--- src/rtl/sa_col_weight_feeder_if.sv ---
// Handshake and column-edge bundle for sa_col_weight_feeder.
// The master side supplies weights and commands; the slave side (the feeder)
// answers with ready/status and drives the top edge of one PE column.
// Optional macro FD_BIAS_EN adds the bias capture signals.
interface sa_col_weight_feeder_if #(
  parameter int DATA_WIDTH = 32
);
  logic                  FD_w_valid;
  logic                  FD_w_ready;
  logic [DATA_WIDTH-1:0] FD_w_data;
  logic                  FD_load_start;
  logic                  FD_en_up;
  logic [DATA_WIDTH-1:0] FD_data_up;
  logic                  FD_load_busy;
  logic                  FD_load_done;
  logic                  FD_col_loaded;
`ifdef FD_BIAS_EN
  logic                  FD_bias_valid;
  logic [DATA_WIDTH-1:0] FD_bias_data;

  modport master (
    output FD_w_valid, FD_w_data, FD_load_start, FD_bias_valid, FD_bias_data,
    input  FD_w_ready, FD_en_up, FD_data_up, FD_load_busy, FD_load_done, FD_col_loaded
  );

  modport slave (
    input  FD_w_valid, FD_w_data, FD_load_start, FD_bias_valid, FD_bias_data,
    output FD_w_ready, FD_en_up, FD_data_up, FD_load_busy, FD_load_done, FD_col_loaded
  );
`else
  modport master (
    output FD_w_valid, FD_w_data, FD_load_start,
    input  FD_w_ready, FD_en_up, FD_data_up, FD_load_busy, FD_load_done, FD_col_loaded
  );

  modport slave (
    input  FD_w_valid, FD_w_data, FD_load_start,
    output FD_w_ready, FD_en_up, FD_data_up, FD_load_busy, FD_load_done, FD_col_loaded
  );
`endif
endinterface

--- src/rtl/sa_col_weight_feeder.sv ---
// Top-of-column weight feeder for the systolic array.
// Collects ROWS weights over valid/ready, then on FD_load_start pushes them
// deepest-row-first into the PE column's weight chain, waits for the store
// enable to ripple to the last row, and reports completion.
// Outside of a load, FD_data_up carries the partial-sum seed: zero by default,
// or a captured bias register when the macro FD_BIAS_EN is defined.
module sa_col_weight_feeder #(
  parameter int DATA_WIDTH = 32,
  parameter int ROWS       = 4
) (
  input logic              FD_clk,
  input logic              FD_rst,
  sa_col_weight_feeder_if.slave fd
);

  // Count must hold the value ROWS; the buffer index only needs ROWS entries.
  localparam int CNT_W = $clog2(ROWS + 1);
  localparam int IDX_W = (ROWS > 1) ? $clog2(ROWS) : 1;

  localparam logic [CNT_W-1:0] ROWS_C     = CNT_W'(ROWS);
  localparam logic [CNT_W-1:0] LAST_CNT   = CNT_W'(ROWS - 1);
  localparam logic [CNT_W-1:0] DRAIN_LAST = (ROWS > 1) ? CNT_W'(ROWS - 2) : '0;

  typedef enum logic [1:0] {
    IDLE,
    FULL,
    SHIFT,
    DRAIN
  } state_t;

  state_t                state_q, state_d;
  logic [CNT_W-1:0]      count_q, count_d;
  logic [CNT_W-1:0]      k_q, k_d;
  logic                  en_up_q, en_up_d;
  logic [DATA_WIDTH-1:0] data_up_q, data_up_d;
  logic                  done_q, done_d;
  logic                  col_loaded_q, col_loaded_d;
  logic [IDX_W-1:0]      rd_idx;
  logic [DATA_WIDTH-1:0] seed;
  logic                  wr_fire;

  // Power-of-two sized so any IDX_W-bit index is in range; contents need no reset.
  logic [DATA_WIDTH-1:0] wbuf_q [2**IDX_W];

  assign fd.FD_w_ready    = !FD_rst && (state_q == IDLE) && (count_q < ROWS_C);
  assign fd.FD_load_busy  = (state_q == SHIFT) || (state_q == DRAIN);
  assign fd.FD_en_up      = en_up_q;
  assign fd.FD_data_up    = data_up_q;
  assign fd.FD_load_done  = done_q;
  assign fd.FD_col_loaded = col_loaded_q;

  assign wr_fire = fd.FD_w_valid && fd.FD_w_ready;

`ifdef FD_BIAS_EN
  logic [DATA_WIDTH-1:0] bias_q, bias_d;

  // A bias write is visible to the seed on the same edge it is captured, so a
  // write during the final shift cycle already seeds the first drain cycle.
  always_comb begin
    bias_d = fd.FD_bias_valid ? fd.FD_bias_data : bias_q;
  end

  // Bias register, writable in any state.
  always_ff @(posedge FD_clk) begin
    if (FD_rst) begin
      bias_q <= '0;
    end else begin
      bias_q <= bias_d;
    end
  end

  assign seed = bias_d;
`else
  assign seed = '0;
`endif

  // Capture accepted weight words in arrival order.
  always_ff @(posedge FD_clk) begin
    if (wr_fire) begin
      wbuf_q[IDX_W'(count_q)] <= fd.FD_w_data;
    end
  end

  // Next-state logic; registered outputs are computed here so they line up
  // with the state they belong to rather than trailing it by a cycle.
  always_comb begin
    state_d      = state_q;
    count_d      = count_q;
    k_d          = k_q;
    en_up_d      = 1'b0;
    data_up_d    = seed;
    done_d       = 1'b0;
    col_loaded_d = col_loaded_q;
    rd_idx       = '0;

    case (state_q)
      IDLE: begin
        if (wr_fire) begin
          count_d = count_q + CNT_W'(1);
          if (count_q == LAST_CNT) begin
            state_d = FULL;
          end
        end
      end

      FULL: begin
        if (fd.FD_load_start) begin
          state_d      = SHIFT;
          k_d          = '0;
          col_loaded_d = 1'b0;
          en_up_d      = 1'b1;
          rd_idx       = IDX_W'(LAST_CNT);
          data_up_d    = wbuf_q[rd_idx];
        end
      end

      SHIFT: begin
        if (k_q == LAST_CNT) begin
          if (ROWS == 1) begin
            state_d      = IDLE;
            k_d          = '0;
            count_d      = '0;
            done_d       = 1'b1;
            col_loaded_d = 1'b1;
          end else begin
            state_d = DRAIN;
            k_d     = '0;
          end
        end else begin
          k_d       = k_q + CNT_W'(1);
          en_up_d   = 1'b1;
          rd_idx    = IDX_W'(LAST_CNT - k_d);
          data_up_d = wbuf_q[rd_idx];
        end
      end

      DRAIN: begin
        if (k_q == DRAIN_LAST) begin
          state_d      = IDLE;
          k_d          = '0;
          count_d      = '0;
          done_d       = 1'b1;
          col_loaded_d = 1'b1;
        end else begin
          k_d = k_q + CNT_W'(1);
        end
      end

      default: begin
        state_d = IDLE;
      end
    endcase
  end

  // State and registered outputs; reset abandons any load in progress.
  always_ff @(posedge FD_clk) begin
    if (FD_rst) begin
      state_q      <= IDLE;
      count_q      <= '0;
      k_q          <= '0;
      en_up_q      <= 1'b0;
      data_up_q    <= '0;
      done_q       <= 1'b0;
      col_loaded_q <= 1'b0;
    end else begin
      state_q      <= state_d;
      count_q      <= count_d;
      k_q          <= k_d;
      en_up_q      <= en_up_d;
      data_up_q    <= data_up_d;
      done_q       <= done_d;
      col_loaded_q <= col_loaded_d;
    end
  end

endmodule

--- src/flat_wrapper.sv ---
// flat-port wrapper written by rule: the top's interface ports become plain ports
module sa_col_weight_feeder_flat 
#(
  parameter int DATA_WIDTH = 32,
  parameter int ROWS       = 4
)
  (FD_clk, FD_rst, fd_FD_w_valid, fd_FD_w_data, fd_FD_load_start, fd_FD_w_ready, fd_FD_en_up, fd_FD_data_up, fd_FD_load_busy, fd_FD_load_done, fd_FD_col_loaded);
  sa_col_weight_feeder_if #(.DATA_WIDTH(DATA_WIDTH)) fd_i ();
  input logic FD_clk;
  input logic FD_rst;
  input wire logic [$bits(fd_i.FD_w_valid)-1:0] fd_FD_w_valid;
  input wire logic [$bits(fd_i.FD_w_data)-1:0] fd_FD_w_data;
  input wire logic [$bits(fd_i.FD_load_start)-1:0] fd_FD_load_start;
  output wire logic [$bits(fd_i.FD_w_ready)-1:0] fd_FD_w_ready;
  output wire logic [$bits(fd_i.FD_en_up)-1:0] fd_FD_en_up;
  output wire logic [$bits(fd_i.FD_data_up)-1:0] fd_FD_data_up;
  output wire logic [$bits(fd_i.FD_load_busy)-1:0] fd_FD_load_busy;
  output wire logic [$bits(fd_i.FD_load_done)-1:0] fd_FD_load_done;
  output wire logic [$bits(fd_i.FD_col_loaded)-1:0] fd_FD_col_loaded;
  assign fd_i.FD_w_valid = fd_FD_w_valid;
  assign fd_i.FD_w_data = fd_FD_w_data;
  assign fd_i.FD_load_start = fd_FD_load_start;
  assign fd_FD_w_ready = fd_i.FD_w_ready;
  assign fd_FD_en_up = fd_i.FD_en_up;
  assign fd_FD_data_up = fd_i.FD_data_up;
  assign fd_FD_load_busy = fd_i.FD_load_busy;
  assign fd_FD_load_done = fd_i.FD_load_done;
  assign fd_FD_col_loaded = fd_i.FD_col_loaded;
  sa_col_weight_feeder #(.DATA_WIDTH(DATA_WIDTH), .ROWS(ROWS)) u_core (.FD_clk(FD_clk), .FD_rst(FD_rst), .fd(fd_i));
endmodule
--- config.mk ---
export PLATFORM = sky130hd
export DESIGN_NAME = sa_col_weight_feeder_flat
export DESIGN_NICKNAME = d
export VERILOG_FILES = /design/src/rtl/sa_col_weight_feeder_if.sv /design/src/rtl/sa_col_weight_feeder.sv /design/src/flat_wrapper.sv
export SDC_FILE = /design/constraint.sdc
export NUM_CORES = 1
export LEC_CHECK = 0
export ABC_AREA = 1
export BUFFER_PORTS_ARGS = -buffer_cell sky130_fd_sc_hd__buf_2
export CORE_MARGIN = 2
export CORE_UTILIZATION = 45
export CTS_CLUSTER_SIZE = 30
export DETAILED_ROUTE_END_ITERATION = 7
export GPL_TIMING_DRIVEN = 0
export PLACE_DENSITY_LB_ADDON = 0.05
export SLEW_MARGIN = 10
export SYNTH_ARGS = -nofsm -noshare
export SYNTH_HDL_FRONTEND = slang
export SYNTH_SLANG_ARGS = --single-unit
--- constraint.sdc ---
create_clock -name FD_clk -period 5.4 [get_ports FD_clk]
set_input_delay 0.27 -clock FD_clk [delete_from_list [all_inputs] [get_ports FD_clk]]
set_output_delay 0.27 -clock FD_clk [all_outputs]
set_load 0.02 [all_outputs]
* Yosys cells after proc, flatten, opt, wreduce, memory -nomap -nowiden
Memory sizes are Yosys's and may differ from the RTL's.
Index checks and enable logic that the tools add are counted.
** Word-level totals
- Output and inout port bits :: 37
- Logic and storage cells :: 63
- Bits in registers :: 43
- Input bits :: 36
- Memories kept :: 1
- Bits in writable memories :: 128
** Memories
- u_core.wbuf_q :: words 4, width 32, rd ports 2, clocked after memory_dff 0, wr ports 1, line sa_col_weight_feeder.sv:43 : logic [DATA_WIDTH-1:0] wbuf_q [2**IDX_W];
** Cells by class
- Equality and inequality tests :: 11
- Reduce and logical (&&, ||, !) cells :: 14
- Muxes and demuxes :: 25
- Order comparisons :: 1
- $add $sub $neg :: 3
- Bitwise gates (word level) :: 1
** Operator list (number)
- 2-to-1 mux 32 bit :: 2
- case mux 32 bit (2 select lines) :: 1
- 2-to-1 mux 3 bit :: 5
- 2-to-1 mux 2 bit :: 5
- == test 3 x 2 -> 1 bit (second input constant) :: 3
- case mux 3 bit (3 select lines) :: 1
- inequality test 2 bit (second input constant) :: 4
- case mux 2 bit (4 select lines) :: 1
- 2-to-1 mux 1 bit :: 7
- adder 3 x 1 -> 3 bit (second input constant) :: 2
- case mux 3 bit (2 select lines) :: 1
- AND reduction 3 bit :: 2
- AND reduction 5 bit :: 1
- == test 2 bit (second input constant) :: 2
- case mux 1 bit (2 select lines) :: 2
- nonzero test 2 bit :: 2
- logical AND 1 bit :: 3
- < comparator 3 bit (second input constant) :: 1
- nonzero test 3 bit :: 1
- == test 2 x 1 -> 1 bit (second input constant) :: 1
- logical NOT 2 bit :: 1
- inequality test 2 x 1 -> 1 bit (second input constant) :: 1
- AND reduction 2 bit :: 1
- OR reduction 2 bit :: 1
- other kinds (4) :: 4

* Longest topological paths before layout
Gate-level depths: netlist (run 1).
- Word-level depth :: 6
- Gate-level depth with buffers :: 12
- Mapped depth without buffers :: 10

* Least setup slack after synthesis (run 1)
Ideal clock, no wire load.
- Kind :: register to register
- Start point :: register u_core.state_q[0]
- End point :: memory u_core.wbuf_q[0][0], enable pin
- Period minus slack after synthesis :: 2613 ps
- Setup slack :: 2787 ps
- Buffers on the path :: 0
- Library setup time :: 421 ps
- Data arrival time :: 2192 ps
- Stages on the path, launching flop included :: 5
- Data required time :: 4979 ps
- Cells stage by stage :: dfxtp_1 > inv_1 > ha_1 > nand4_4 > nor2_1
** Between the ends
- Longest elaborated chain between the ends :: 6
** Ends and longest elaborated chain
- start, declared :: line sa_col_weight_feeder.sv:31 : state_t state_q, state_d;
- start signal, assigned :: line sa_col_weight_feeder.sv:166 : state_q <= state_d;
- logical NOT 2 bit :: line sa_col_weight_feeder.sv:45 : assign fd.FD_w_ready = !FD_rst && (state_q == IDLE) && (count_q < ROWS_C);
- logical AND 1 bit (2 in series) :: line sa_col_weight_feeder.sv:45
- logical AND 1 bit :: line sa_col_weight_feeder.sv:52 : assign wr_fire = fd.FD_w_valid && fd.FD_w_ready;
- 2-to-1 mux 1 bit :: line sa_col_weight_feeder.sv:79 : if (wr_fire) begin
- 2-to-1 mux 1 bit (implied by the code) :: line sa_col_weight_feeder.sv:80 : wbuf_q[IDX_W'(count_q)] <= fd.FD_w_data;
- end, declared :: line sa_col_weight_feeder.sv:43
No other way between the ends.

* Worst setup path in the final report (run 1)
- Start point :: register u_core.k_q[0]
- End point :: register u_core.data_up_q[16] (netlist: u_core.fd.FD_data_up[16])
** Between the ends
- Longest elaborated chain between the ends :: 5
- Elaborated cells on any way between the ends :: 6
- Those cells by class :: add/sub: 2; eq/ne: 1; mux: 2; memory: 1
** Ends and longest elaborated chain
- start, declared :: line sa_col_weight_feeder.sv:33 : logic [CNT_W-1:0] k_q, k_d;
- start signal, assigned :: line sa_col_weight_feeder.sv:168 : k_q <= k_d;
- adder 3 x 1 -> 3 bit :: line sa_col_weight_feeder.sv:130 : k_d = k_q + CNT_W'(1);
- subtractor 2 bit :: line sa_col_weight_feeder.sv:132 : rd_idx = IDX_W'(LAST_CNT - k_d);
- memory read (4 x 32 bit)
- 2-to-1 mux 32 bit * :: line sa_col_weight_feeder.sv:118 : if (k_q == LAST_CNT) begin
- case mux 32 bit (2 select lines) * :: line sa_col_weight_feeder.sv:96 : case (state_q)
- end signal, assigned :: line sa_col_weight_feeder.sv:170 : data_up_q <= data_up_d;
- end, declared :: line sa_col_weight_feeder.sv:35 : logic [DATA_WIDTH-1:0] data_up_q, data_up_d;
Mark *: on every way between the ends. The rest lies on a longest branch, timed or not.
A chain may end at the register's enable or synchronous reset.

==> impl_metrics.yaml, run 1 <==
sta:
  skew_ns: 0.005071
  clock.fmax_mhz: 420.8
  period_needed_ns: 2.376
  slew_violations: 0
  hold_viol_final: 0
  slew_headroom: 0.5834
  fin_tns_setup_ns: 0
  setup_viol: 0
  tightest_slew_ns: 0.6234
  rsz0062_at_grt: "false"
  period_share: 0.4400
finish:
  finalNonFillerCells: 920
  drive_above_1_share: 0.1889
  fin_util: 0.5575
  antennaDiodeCount: 0
  area_growth_syn_to_layout_pct: 19.90
  fin_nets: 773
cts:
  numCtsBuffers: 17
  clkLatencyLatePin_ns: 0.42
  clockRootBuffer: "clkbuf_16"
  ctsHoldBuffers: 0
  cts_tree: "built"
  cts_sinks: 171
  h-tree-depth: 4
  cts_setup_buffers: 0
  max-clock-path-buffers: 2
  clk_pin_slew_ns: 0.06
  ctsResizeCount: 0
power_and_ir_drop:
  power_density_mw_per_mm2: 355.9
  clock_power_share: 0.450
  power_frac_comb: 0.045
  p_sw_frac: 0.2022
  leakagePower_nw: 3.131
  power_w: 0.002905
  switchingPower_w: 0.0005875
  ir_worst_vdd_v: 0.0002193
  seqPwrFrac: 0.505
  p_int_w: 0.002318
worst_setup_path:
  cpLargestDelayFamily: "buffers and inverters"
  max_stage_delay_ns: 0.46
  critPathCaptureType: "register"
  required_ns: 5.68
  start_kind: "register"
  cp.buffers_inverters: 5
  crit_path_cell_trace: "inv_2, buf_4, buf_2, ha_1, buf_2, clkbuf_1, nor2_1, o21ai_1, nand2_1, nand2_1, a21oi_1"
  crit_arrival_ns: 2.66
  crit_fanout: 10
  critical_path_class: "register to register"
  worstSetupStartpoint: "u_core.k_q[0]$_SDFFE_PP0P_"
  r2r-start: "u_core.k_q[0]$_SDFFE_PP0P_"
  cpMaxStageDelayCell: "clkbuf_1"
synthesis:
  synthDistinctLibCells: 24
  netlist_instances: 628
  async_flop_share: 0
  synth_warnings: 0
  synth_edf_count: 128
  synth_seq_area_share: 0.6909
  syn_nets: 678
  ys.flop_type: "edfxtp_1"
  synth_area_per_cell_sq_um: 10.84
  synth-seq-cells: 171
  netlist_area_sq_mm: 0.006809
global_route:
  grt_pass1_vias: 4370
  antenna_found_initial: 1
  grt_overflow: 0
  grtUsageTotal: 0.1991
  grt_max_degree: 24
  grt_pass1_wl_um: 23890
routing:
  drc: 0
  drtAntennaViolNets: 0
  firstDrtPassIters: 4
  wl_per_cell_um: 16.90
  routed_wirelength_um: 15550
  routed_via_density: 4.998
  vias: 4598
  drt_iter0_drc: 307
floorplanning:
  std_cell_rows: 44
  die_y_um: 127.0
  ios: 73
  core_area_sq_mm: 0.01464
  die_w_um: 127.0
  initial_core_util: 0.4650
  die_area_sq_mm: 0.01613
placed_design:
  gp_congestion: 0.7964
  place_inst: 888
  io_buffers: 72
  hpwl_um: 9754
hold_path:
  holdCritStartpoint: "fd_FD_w_data[10]"
  hp-class: "input port to register"
status:
  outcome: "completed"
flow_run:
  drv_cap: 0
==> registers in the layout, summed over array words and instances, names as in the netlist <==
| register | cells |
|---|---|
| u_core.wbuf_q | 128 |
| u_core.fd.FD_data_up | 32 |
| u_core.state_q | 2 |
| u_core.k_q | 3 |
| u_core.count_q | 3 |
| u_core.fd.FD_en_up | 1 |
| u_core.fd.FD_col_loaded | 1 |
| u_core.fd.FD_load_done | 1 |
==> Yosys cell counts (2+ instances only) <==
master / instances / area, sq um
nor2_1: 139 / 521.8
edfxtp_1: 128 / 3844
nand2_1: 127 / 476.7
dfxtp_1: 43 / 860.8
o21ai_1: 43 / 215.2
a21oi_1: 32 / 160.2
inv_1: 27 / 101.4
o21ai_0: 23 / 115.1
ha_1: 14 / 175.2
buf_2: 11 / 55.05
clkbuf_1: 8 / 30.03
buf_6: 7 / 78.83
a21oi_2: 5 / 43.79
nand4_1: 5 / 31.28
nand3_1: 4 / 20.02
clkbuf_2: 2 / 10.01
inv_2: 2 / 7.510
nor3_1: 2 / 10.01
==> logic make-up after synthesis <==
logic type	share of synthesized area
compound gates	0.07957
fa+ha+maj	0.02573
simple gates	0.1606
buf+inv	0.04318
flops	0.6909
==> power groups by stage <==
stage / registers (W) / logic, W / clock network (W)
6_report: 0.00147 / 0.000131 / 0.00131
5_1_grt: 0.00147 / 0.000148 / 0.00138
4_1_cts: 0.00147 / 0.000133 / 0.00133
3_5_place_dp: 0.00149 / 0.000132 / 0
3_3_place_gp: 0.00150 / 0.000113 / 0
2_1_floorplan: 0.00149 / 0.0000672 / 0
==> layer usage <==
layer,up-vias,share of wire,GRT usage
li1,2302,-,-
met3,19,0.045,0.05067
met1,2169,0.46,0.2573
met2,106,0.49,0.3343
met4,2,0.011,0.05882
met5,-,0.00084,0
==> cell type report <==
type / count / area, sq um
inverters: 29 / 108.9
well taps: 184 / 230.2
clock buffers: 20 / 436.7
multi-input cells: 398 / 1841
repair buffers: 76 / 462.9
plain buffers: 30 / 185.2
fillers: 1292 / 6480
flip-flops and latches: 171 / 4705
clock inverters: 12 / 195.2
==> worst reg2reg max path: cells and delay by family (launching register included) <==
family / cells / cell delay (ns)
adder cells (fa/ha/maj): 1 / 0.31
buffers and inverters: 5 / 1.08
AND/OR/NAND/NOR: 3 / 0.25
flip-flops: 1 / 0.42
AO/OA/AOI/OAI: 2 / 0.16
==> path summary, 6_finish.rpt <==
path / end / slack (ns) / cells after the start
max reg2reg: u_core.fd.FD_data_up[16]$_SDFF_PP0_ / 3.02 / 11
min: u_core.wbuf_q[3][10]$_DFFE_PP_ / 0.06 / 1
min reg2reg: u_core.fd.FD_col_loaded$_SDFFE_PP0P_ / 0.46 / 2
max: u_core.fd.FD_data_up[16]$_SDFF_PP0_ / 3.02 / 11
==> metrics by stage <==
step | area [sq um] | hold WS (ns) | setup slack [ns]
3_5_place_dp | 7532 | 0.4606 | 3.028
4_1_cts | 8164 | 0.04264 | 3.007
2_1_floorplan | 6809 | 0.3391 | 2.787
3_3_place_gp | 7400 | 0.4523 | 1.369
5_1_grt | 8164 | 0.04962 | 2.823
6_report | 8164 | 0.05865 | 3.024
==> cells in the final DEF, fill, tap and decap left out <==
master and count:
clkbuf_1 11, inv_2 2, a21oi_2 5, ha_1 14, dfxtp_1 43, clkinvlp_4 2
nor3_1 2, clkbuf_2 2, o211ai_1 1, nand3_1 4, nand4_1 5, nor2_1 135
o21ai_1 43, inv_8 1, clkbuf_16 17, buf_2 83, clkinv_2 3, nor2_4 4
buf_16 3, nand4_4 1, buf_1 1, edfxtp_1 128, o21ai_0 23, a21oi_1 32
buf_6 7, buf_4 1, inv_1 27, nand2_2 1, clkinv_1 1, bufinv_16 5
nand2_1 127, or2_2 1, buf_12 1
Power figures use the tool's default switching activity.
==> run 2, diff against run 1 <==
==> constraint.sdc (replaced) <==
create_clock -name FD_clk -period 2.15 [get_ports FD_clk]
set_input_delay 0.1075 -clock FD_clk [delete_from_list [all_inputs] [get_ports FD_clk]]
set_output_delay 0.1075 -clock FD_clk [all_outputs]
set_load 0.02 [all_outputs]
==> run 2 against run 1 <==
  * Final area grew 6.1%
  * First-iteration DRC count grew 2.9%
  * Maximum frequency grew 19%
  * Sequential power grew to 2.5 times the previous value
  * Combinational power grew to 3.1 times the previous value
  * Highest routed layer is now met4
==> impl_metrics.yaml, run 2 (synthesized netlist as in run 1, its figures left out) <==
sta:
  skew_ns: 0.006597
  slew_headroom: 0.5790
  setup_viol: 0
  period_needed_ns: 1.994
  tightest_slew_ns: 0.6314
  rsz0062_at_grt: "false"
  clock.fmax_mhz: 501.6
  timing.final.ws_setup_ns: 0.1564
  hold_viol_final: 0
  period_share: 0.9273
  slew_violations: 0
  holdWs_ns: 0.04934
finish:
  regMostFlops: "u_core.wbuf_q"
  largest_register_ffs: 128
  area_growth_syn_to_layout_pct: 27.23
  drive_above_1_share: 0.2036
  antennaDiodeCount: 0
  fin_area_sq_mm: 0.008663
  final_cell_mix: "135 x nor2_1, 128 x edfxtp_1, 127 x nand2_1"
  layout.cells.most_common: "nor2_1"
  fin_util: 0.5916
  fin_nets: 818
routing:
  wl_per_cell_um: 16.56
  vias: 4819
  routed_wirelength_um: 15980
  drt_iter0_drc: 316
  routed_via_density: 4.994
  drc: 0
  firstDrtPassIters: 4
  drtAntennaViolNets: 0
worst_setup_path:
  critPathCaptureType: "register"
  critical_path_class: "register to register"
  required_ns: 2.50
  crit_arrival_ns: 2.34
  max_stage_delay_ns: 0.37
  start_kind: "register"
  crit_path_cell_trace: "inv_2, buf_4, buf_6, ha_1, buf_4, clkbuf_4, nor2_1, o21ai_0, nand2_1, nand2_1, a21oi_1"
  crit_fanout: 10
  cpMaxStageDelayCell: "dfxtp_4"
global_route:
  grt_max_degree: 24
  grt_pass1_vias: 4491
  antenna_found_initial: 0
  grtUsageTotal: 0.2020
  grt_overflow: 0
  grt_pass1_wl_um: 24340
cts:
  numCtsBuffers: 17
  max-clock-path-buffers: 2
  cts_tree: "built"
  h-tree-depth: 4
  cts_sinks: 171
  clk_pin_slew_ns: 0.06
  clockRootBuffer: "clkbuf_16"
  clkLatencyLatePin_ns: 0.42
power_and_ir_drop:
  power_density_mw_per_mm2: 850.5
  leakagePower_nw: 3.350
  ir_worst_vdd_v: 0.0005554
  power_w: 0.007368
status:
  outcome: "completed"
placed_design:
  gp_congestion: 0.7964
  dpl-instance-area_sq_mm: 0.007532
  hpwl_um: 9754
  place_ws_ns: -0.2217
  io_buffers: 72
hold_path:
  hp-class: "input port to register"
floorplanning:
  core_area_sq_mm: 0.01464
  ios: 73
  die_area_sq_mm: 0.01613
  die_y_um: 127.0
  std_cell_rows: 44
  die_w_um: 127.0
  initial_core_util: 0.4650
flow_run:
  drv_cap: 0
==> run 2: changes by cell type in the layout (fill, tap and decap cells not counted) <==
| cell | before | now |
|---|---|---|
| a21oi_1 | 32 | 28 |
| a21oi_2 | 5 | 9 |
| buf_12 | 1 | 2 |
| buf_2 | 83 | 77 |
| buf_4 | 1 | 15 |
| buf_6 | 7 | 9 |
| buf_8 | 0 | 2 |
| clkbuf_1 | 11 | 9 |
| clkbuf_4 | 0 | 1 |
| dfxtp_1 | 43 | 42 |
| dfxtp_4 | 0 | 1 |
| dlygate4sd3_1 | 0 | 33 |
| inv_1 | 27 | 26 |
| inv_4 | 0 | 1 |
==> run 2: path summary, 6_finish.rpt <==
check	start	end	slack [ns]	cells after the start
worst max-delay path	u_core.k_q[0]$_SDFFE_PP0P_	u_core.fd.FD_data_up[11]$_SDFF_PP0_	0.16	11
worst min-delay path	fd_FD_load_start	u_core.fd.FD_en_up$_SDFF_PP0_	0.05	3
worst max register to register	u_core.k_q[0]$_SDFFE_PP0P_	u_core.fd.FD_data_up[11]$_SDFF_PP0_	0.16	11
worst min register to register	u_core.fd.FD_col_loaded$_SDFFE_PP0P_	u_core.fd.FD_col_loaded$_SDFFE_PP0P_	0.46	2
==> run 2: layer usage <==
| layer | vias up | track usage | share of wire |
|---|---|---|---|
| met2 | 115 | 0.3400 | 0.49 |
| li1 | 2386 | - | - |
| met5 | - | 0 | 0 |
| met3 | 19 | 0.04774 | 0.045 |
| met1 | 2299 | 0.2626 | 0.46 |
| met4 | 0 | 0.06012 | 0.013 |
==> run 2: where the power goes <==
group | internal [W] | total, W | switching (W)
registers | 0.00365 | 0.00368 | 0.0000261
logic | 0.000168 | 0.000404 | 0.000236
clock network | 0.00206 | 0.00328 | 0.00123
total | 0.00588 | 0.00737 | 0.00149
==> run 2: worst max-delay path, delay by kind of cell (launching register included) <==
kind	cells	cell delay (ns)
compound gates	2	0.22
simple gates	3	0.26
flops	1	0.37
buf+inv	5	0.75
fa+ha+maj	1	0.30
==> run 2: metrics by stage <==
stage	instances	TNS [ns]
final	965	0
after global routing	965	0
after CTS	954	-0.0001563
after detailed placement	888	-5.052
after global placement	884	-234.25
after floorplan	628	-59.30
==> run 2: area by class of cell <==
| cell class | instances | area [sq um] |
|---|---|---|
| fillers | 1250 | 5981 |
| inverters | 29 | 111.4 |
| clock buffers | 20 | 436.7 |
| repair buffers | 121 | 895.9 |
| plain buffers | 30 | 230.2 |
| clock inverters | 12 | 195.2 |
| multi-input cells | 398 | 1856 |
| flip-flops and latches | 171 | 4708 |
| well taps | 184 | 230.2 |
==> run 2: what timing repair did <==
action                     CTS  global route
resized for setup            9            19
hold endpoints to repair   131             0
setup endpoints to repair   48            68
setup buffers                1            11
pin swaps                    1             1
hold buffers                33             0
